### src/rtl/line_xfer.sv
// Line transfer engine: moves one 256-bit line to or from a 32-bit backing bus
// as eight acknowledged beats and returns the assembled line on completion.
module line_xfer #(
    parameter int WORDS     = 8,
    parameter int LINE_BITS = 32 * WORDS
) (
    input  logic                 clk,
    input  logic                 reset,
    input  logic                 req_valid,
    input  logic                 req_write,
    input  logic [31:0]          req_addr,
    input  logic [LINE_BITS-1:0] req_line,
    output logic                 req_ready,
    output logic                 resp_valid,
    output logic [LINE_BITS-1:0] resp_line,
    output logic [31:0]          mem_addr,
    output logic                 mem_re,
    output logic                 mem_we,
    output logic [31:0]          mem_wdata,
    input  logic [31:0]          mem_rdata,
    input  logic                 mem_ack
);

    typedef enum logic [1:0] {
        S_IDLE,
        S_XFER,
        S_DONE
    } state_t;

    state_t                 r_state;
    logic [2:0]             r_beat;
    logic [26:0]            r_base;
    logic                   r_write;
    logic [LINE_BITS-1:0]   r_line;

    logic [2:0]             w_beat_next;
    logic                   w_last;
    logic [7:0]             w_cur_lo;
    logic [7:0]             w_next_lo;
    logic [LINE_BITS-1:0]   w_line_merged;
    logic                   w_unused_addr;

    assign req_ready     = (r_state == S_IDLE);
    assign w_beat_next   = r_beat + 3'd1;
    assign w_last        = (r_beat == 3'(WORDS - 1));
    assign w_cur_lo      = {r_beat, 5'b0};
    assign w_next_lo     = {w_beat_next, 5'b0};
    assign w_unused_addr = ^req_addr[4:0];

    // Line register with the current beat's read data folded in, so the final
    // beat's word lands in resp_line on the same edge that enters DONE.
    always_comb begin
        w_line_merged = r_line;
        if (!r_write) begin
            w_line_merged[w_cur_lo +: 32] = mem_rdata;
        end
    end

    // NOTE: every register here is assigned with <= so all of them update from
    // the same pre-edge values; a blocking = would leak new values mid-block.
    always_ff @(posedge clk or posedge reset) begin
        if (reset) begin
            r_state    <= S_IDLE;
            r_beat     <= '0;
            r_base     <= '0;
            r_write    <= 1'b0;
            r_line     <= '0;
            resp_valid <= 1'b0;
            resp_line  <= '0;
            mem_addr   <= '0;
            mem_re     <= 1'b0;
            mem_we     <= 1'b0;
            mem_wdata  <= '0;
        end else begin
            case (r_state)
                S_IDLE: begin
                    if (req_valid) begin
                        r_base    <= req_addr[31:5];
                        r_write   <= req_write;
                        r_line    <= req_write ? req_line : '0;
                        r_beat    <= '0;
                        mem_addr  <= {req_addr[31:5], 5'b0};
                        mem_re    <= ~req_write;
                        mem_we    <= req_write;
                        mem_wdata <= req_write ? req_line[31:0] : 32'd0;
                        r_state   <= S_XFER;
                    end
                end
                S_XFER: begin
                    if (mem_ack) begin
                        r_line <= w_line_merged;
                        if (w_last) begin
                            mem_re     <= 1'b0;
                            mem_we     <= 1'b0;
                            mem_addr   <= '0;
                            mem_wdata  <= '0;
                            resp_valid <= 1'b1;
                            resp_line  <= w_line_merged;
                            r_state    <= S_DONE;
                        end else begin
                            // Beat index occupies address bits [4:2]; the base never carries.
                            r_beat    <= w_beat_next;
                            mem_addr  <= {r_base, w_beat_next, 2'b00};
                            mem_wdata <= r_write ? r_line[w_next_lo +: 32] : 32'd0;
                        end
                    end
                end
                S_DONE: begin
                    resp_valid <= 1'b0;
                    r_beat     <= '0;
                    r_state    <= S_IDLE;
                end
                default: begin
                    r_state <= S_IDLE;
                end
            endcase
        end
    end

endmodule

### config.mk
export PLATFORM = sky130hd
export DESIGN_NAME = line_xfer
export DESIGN_NICKNAME = d
export VERILOG_FILES = /design/src/rtl/line_xfer.sv
export SDC_FILE = /design/constraint.sdc
export NUM_CORES = 2
export LEC_CHECK = 0
export CORE_AREA = 2 2 250 252
export CTS_BUF_LIST = sky130_fd_sc_hd__clkbuf_2
export CTS_CLUSTER_SIZE = 16
export DETAILED_ROUTE_END_ITERATION = 10
export DIE_AREA = 0 0 252 254
export GPL_TIMING_DRIVEN = 0
export PLACE_DENSITY = 0.87
export SLEW_MARGIN = 20
export SYNTH_ARGS = -nofsm -noshare
export SYNTH_HDL_FRONTEND = slang
export SYNTH_SLANG_ARGS = --single-unit
### constraint.sdc
create_clock -name clk -period 34.1 [get_ports clk]
set_input_delay 3.41 -clock clk [delete_from_list [all_inputs] [get_ports clk]]
set_output_delay 3.41 -clock clk [all_outputs]
set_load 0.05 [all_outputs]
* Word-level counts from Yosys, hierarchy flattened
Cells that the tools add are included.
** Storage, ports and cells
- Output and inout bits :: 324
- Flip-flop bits (word level) :: 612
** Operators by class
- Equal/unequal tests :: 7
- Add/sub/neg operators :: 2
- Shift operators :: 3
- Bitwise gates (word level) :: 1
- Reductions and logical operators :: 11
- Mux-type cells :: 33
** Operators by type and width (number)
- 256-bit two-way mux :: 4
- 256-bit case mux with 2 select lines :: 1
- 256-bit bitwise mux :: 1
- 32-bit two-way mux :: 8
- 32-bit by 10-bit variable shift with 256-bit output, first input constant :: 1
- 256-bit by 9-bit variable part select with 32-bit output :: 1
- 32-bit by 10-bit variable part select with 256-bit output :: 1
- 32-bit case mux with 2 select lines :: 2
- 3-bit AND reduction :: 4
- 8-bit negator with 10-bit output :: 1
- 3-bit two-way mux :: 3
- 3-bit case mux with 3 select lines :: 1
- 2-bit != test, second input constant :: 4
- 4-bit AND reduction :: 2
- 1-bit two-way mux :: 6
- 2-bit two-way mux :: 3
- 1-bit case mux with 2 select lines :: 3
- 2-bit case mux with 2 select lines :: 1
- 2-bit nonzero test :: 2
- 3-bit by 1-bit adder with 3-bit output, second input constant :: 1
- 3-bit equality test, second input constant :: 1
- 3-bit nonzero test :: 1
- 2-bit by 1-bit equality test with 1-bit output, second input constant :: 1
- 2-bit equality test, second input constant :: 1
- other kinds (3) :: 3

* Logic depth before layout (Yosys ltp)
- Depth after elaboration :: 6
- Depth in mapped cells :: 12

* Least setup slack after synthesis
No wires, ideal clock.
- Kind :: flip-flop to output port
- From :: reg r_state[0]
- To :: out req_ready
- Arrival :: 1.305 ns
- Stages on the path, launching flop included :: 3
- Buffers on the path :: 1
- Setup slack :: 29.385 ns
- Cells stage by stage :: dfrtp_1 > buf_2 > nor2_1
** On the way
- Cells in the longest elaborated chain, start to end :: 1
** RTL lines
- start: declaration :: line 30 : state_t r_state;
- start signal: assignment :: line 63 : r_state <= S_IDLE;
- start signal: assignment :: line 86 : r_state <= S_XFER;
- start signal: assignment :: line 99 : r_state <= S_DONE;
- 2-bit logical NOT :: line 43 : assign req_ready = (r_state == S_IDLE);
- end: declaration :: line 13 : output logic req_ready,
Every way passes these cells.

* Worst setup path after layout
Ends and elaborated chain as after synthesis.

==> qor.csv <==
stage,metric,value,unit
status,status,"complete, no violations",
sta,Worst-Margin Slew,1160,ps
floorplanning,Die H,254,um
logic_synthesis,asr flop ratio synth,100,%
setup_path,R2R Path End,resp_line[202]$_DFFE_PP0P_,
global_route,first-pass GRT wire length,213000,um
setup_path,"Critical Path, Cell by Cell","buf_2, nor2_1, clkdlybuf4s50_1",
logic_synthesis,Adder-Cell Fraction of Synth Area,0.200,%
floorplanning,Initial Utilization,51.1,%
placement,RD Place Congestion,1.01,
global_route,GRT Util Overall,46.1,%
setup_path,FF-to-FF Start,r_beat[0]$_DFFE_PP0P_,
global_route,pin count of the biggest net entering global routing,106,
power,clock power share,12.4,%
setup_path,WP data required,30690,ps
sta,Finish-stage setup viols,0,
logic_synthesis,syn avg cell area,9.76,um2
clock_tree,clk_lat worst skew,1480,ps
logic_synthesis,top cell type by total area after synthesis,dfrtp_1,
clock_tree,Clock Sinks,610,
job,Max-Cap Viols,0,
logic_synthesis,post-synthesis mux area share,9.66,%
detailed_routing,drt drc,0,
final_layout,"Area growth, synth to finish",27.9,%
logic_synthesis,Synth top cells by count,"dfrtp_1 (610), nand2_1 (478), clkbuf_1 (263)",
worst_hold_path,Hold Crit Depth,2,
logic_synthesis,"EDFF count, synth",0,
final_layout,layout net count,4318,
sta,Worst Skew,107,ps
logic_synthesis,Synth Flop Type,dfrtp_1,
power,Net Sw Power,0.00220,W
sta,Final period util,20.9,%
detailed_routing,final WL,150000,um
sta,Max-slew headroom,22.5,%
setup_path,Worst Path Arrival,3730,ps
logic_synthesis,Mapped Cells,3209,
final_layout,Multi-input gate area,14400,um2
setup_path,worst setup path startpoint,r_state[0]$_DFFE_PP0P_,
worst_hold_path,Hold Crit Class,reg -> reg,
setup_path,crit path kind,reg -> out,
clock_tree,Max Root-Sink Buffers,3,
worst_hold_path,Worst Hold End,r_base[0]$_DFFE_PP0P_,
logic_synthesis,most common cell in the netlist,dfrtp_1,
setup_path,R2R cell count,10,
setup_path,R2R setup slack,29320,ps
floorplanning,die area,64000,um2
power,Power Density,106,nW/um2
setup_path,"Largest stage delay, worst path",950,ps
clock_tree,TritonCTS clock tree,yes,
power,maximum vdd drop,55.8,uV
setup_path,CP Launch Type,flop,
clock_tree,CTS clock-pin slew for the worst setup and hold paths,100,ps
final_layout,Fill cells,5016,
sta,post-layout min period,7140,ps
sta,Final Hold Viols,0,
placement,HPWL after DPL,116000,um
floorplanning,die span in x,252,um
clock_tree,post-CTS setup buffers,0,
logic_synthesis,post-synthesis simple-gate area fraction,12.2,%
final_layout,FF+latch area,15300,um2
logic_synthesis,post-synth cell types,54,
power,combinational power share,56.5,%
logic_synthesis,Post-Synth XOR/XNOR Area,0,%
detailed_routing,routed vias,32725,
global_route,GRT overflow,0,
logic_synthesis,"Seq/Total Area, Yosys",48.7,%
setup_path,CP Buf/Inv Count,2,
detailed_routing,first-iteration detailed-routing DRC count,4634,
clock_tree,post-CTS sizing,0,
detailed_routing,final antenna-violating net count,0,
logic_synthesis,Synth area leaders,"dfrtp_1 (49%), nand2_1 (5.7%), mux2i_1 (5.2%)",
power,LEAKAGE,17.4,nW
logic_synthesis,"FF+latch count, synth",610,
sta,RSZ-0062 raised after global routing,false,
global_route,vias in the first global route,31950,
placement,Inst Count DP,4616,
logic_synthesis,largest family of logic cells by synthesized area,compound AO/OA/AOI/OAI gates,
detailed_routing,number of detailed-route iterations in the first pass,8,
setup_path,Critical-path top delay cell,clkdlybuf4s50_1,
global_route,initial antenna violation count,24,
detailed_routing,DR WL/cell,30.6,um
sta,Setup TNS,0,ps
floorplanning,Core ar.,61300,um2
final_layout,fraction of layout cells with a size suffix above 1,10.9,%
worst_hold_path,Hold Crit Start,r_base[0]$_DFFE_PP0P_,
setup_path,CP max FO,10,
floorplanning,Ports,649,
sta,Fmax,140,MHz
logic_synthesis,Synth Area in Compound Gates,23.9,%
clock_tree,CTS H-tree depth,4,
final_layout,final core occ,65.4,%
setup_path,Worst setup EP type,output port,
placement,I/O Buffers,609,
clock_tree,CTS buffer count,160,
floorplanning,Cell Rows,91,
power,Cell Int Power,0.00204,W
final_layout,final std cells w/o fill,4916,
setup_path,CP top delay family,buffers and inverters,
clock_tree,root buf cell,clkbuf_2,
power,Reg power frac,31.1,%
clock_tree,hold buffers post-CTS,0,
logic_synthesis,share of the synthesized area in the top cell type,48.7,%
detailed_routing,routed vias/inst,6.66,
power,switching part of the total,51.9,%
sta,Final Max Slew Viols,0,
logic_synthesis,warnings from Yosys,0,
logic_synthesis,Post-Syn Area,31300,um2
## worst max path at each step
stage,to,cells past startpoint
after global placement,mem_addr[15]$_DFFE_PP0P_,2
final,req_ready,3
after CTS,req_ready,3
after global routing,req_ready,3
after floorplan,mem_addr[10]$_DFFE_PP0P_,1
after detailed placement,mem_wdata[0]$_DFFE_PP0P_,8
## per-stage QoR
| stage | area (um2) | setup slack, ps | total power [W] | hold WS [ps] |
|---|---|---|---|---|
| 2_1_floorplan | 31300 | 13610 | 0.00273 | 438 |
| 3_3_place_gp | 38400 | 6170 | 0.00359 | 450 |
| 3_5_place_dp | 38600 | 27570 | 0.00363 | 454 |
| 4_1_cts | 40000 | 27030 | 0.00414 | 482 |
| 5_1_grt | 40000 | 26980 | 0.00437 | 495 |
| 6_report | 40100 | 26960 | 0.00424 | 480 |
## state kept, by name, summed over array words and instances (netlist names)
signal and cells:
mem_wdata 32, mem_we 1, mem_re 1, mem_addr 30, resp_valid 1, r_line 256, r_write 1, resp_line 256
r_base 27, r_state 2, r_beat 3
## cell type report
type	count	area share, %
sequential	610	38.1
multi-input combinational	2203	36.0
timing repair buffer	616	15.7
buffer	390	4.06
clock buffer	229	2.86
tap	790	2.47
clock inverter	46	0.581
antenna	25	0.156
inverter	7	0.0843
## power by group through the flow
stage | sequential, W | combinational (W) | clock (W)
floorplan | 0.00171 | 0.00103 | 0
global placement | 0.00129 | 0.00230 | 0
detailed placement | 0.00130 | 0.00233 | 0
CTS | 0.00129 | 0.00234 | 0.000516
global route | 0.00133 | 0.00249 | 0.000556
finish | 0.00132 | 0.00239 | 0.000523
## worst register-to-register path: cells and delay by family (launching register included)
kind | cells | cell delay, ps
buffers and inverters | 5 | 2250
and+or+nand+nor | 1 | 870
adders and majority gates | 2 | 590
AOI/OAI and AO/OA | 2 | 520
DFF | 1 | 480
## routing by layer
layer / vias up / share of wire (%) / global-route usage (%)
met2: 2857 / 44 / 68.8
met5: - / 0.10 / 0
met3: 621 / 15 / 18.7
met1: 15812 / 34 / 55.7
met4: 16 / 7.1 / 28.6
li1: 13419 / - / -
## placed cells by master (no fill, tap or decap), types with 9 or more instances in the layout
master	count
dfrtp_1	610
nor3b_1	30
a221o_1	32
a22oi_1	159
a21oi_1	259
clkdlybuf4s50_1	609
o22a_1	32
o2bb2ai_1	129
a211oi_1	33
o31ai_1	64
buf_4	9
clkbuf_1	263
mux2i_1	163
o21ai_0	126
clkbuf_2	229
buf_1	34
a21oi_2	28
o22ai_1	34
a31oi_1	33
diode_2	25
nor2_1	135
a2bb2oi_1	96
o21ai_1	67
mux4_2	62
buf_2	80
nand3_1	159
clkinv_1	33
nand2_1	478
and3_1	34
## cell families after synthesis
group	after synthesis
adder cells (fa/ha/maj)	5
AO/OA/AOI/OAI	1101
AND/OR/NAND/NOR	870
other	1
multiplexers	225
flip-flops	610
buffers and inverters	397
No activity file was read; power rests on OpenSTA's default activity.
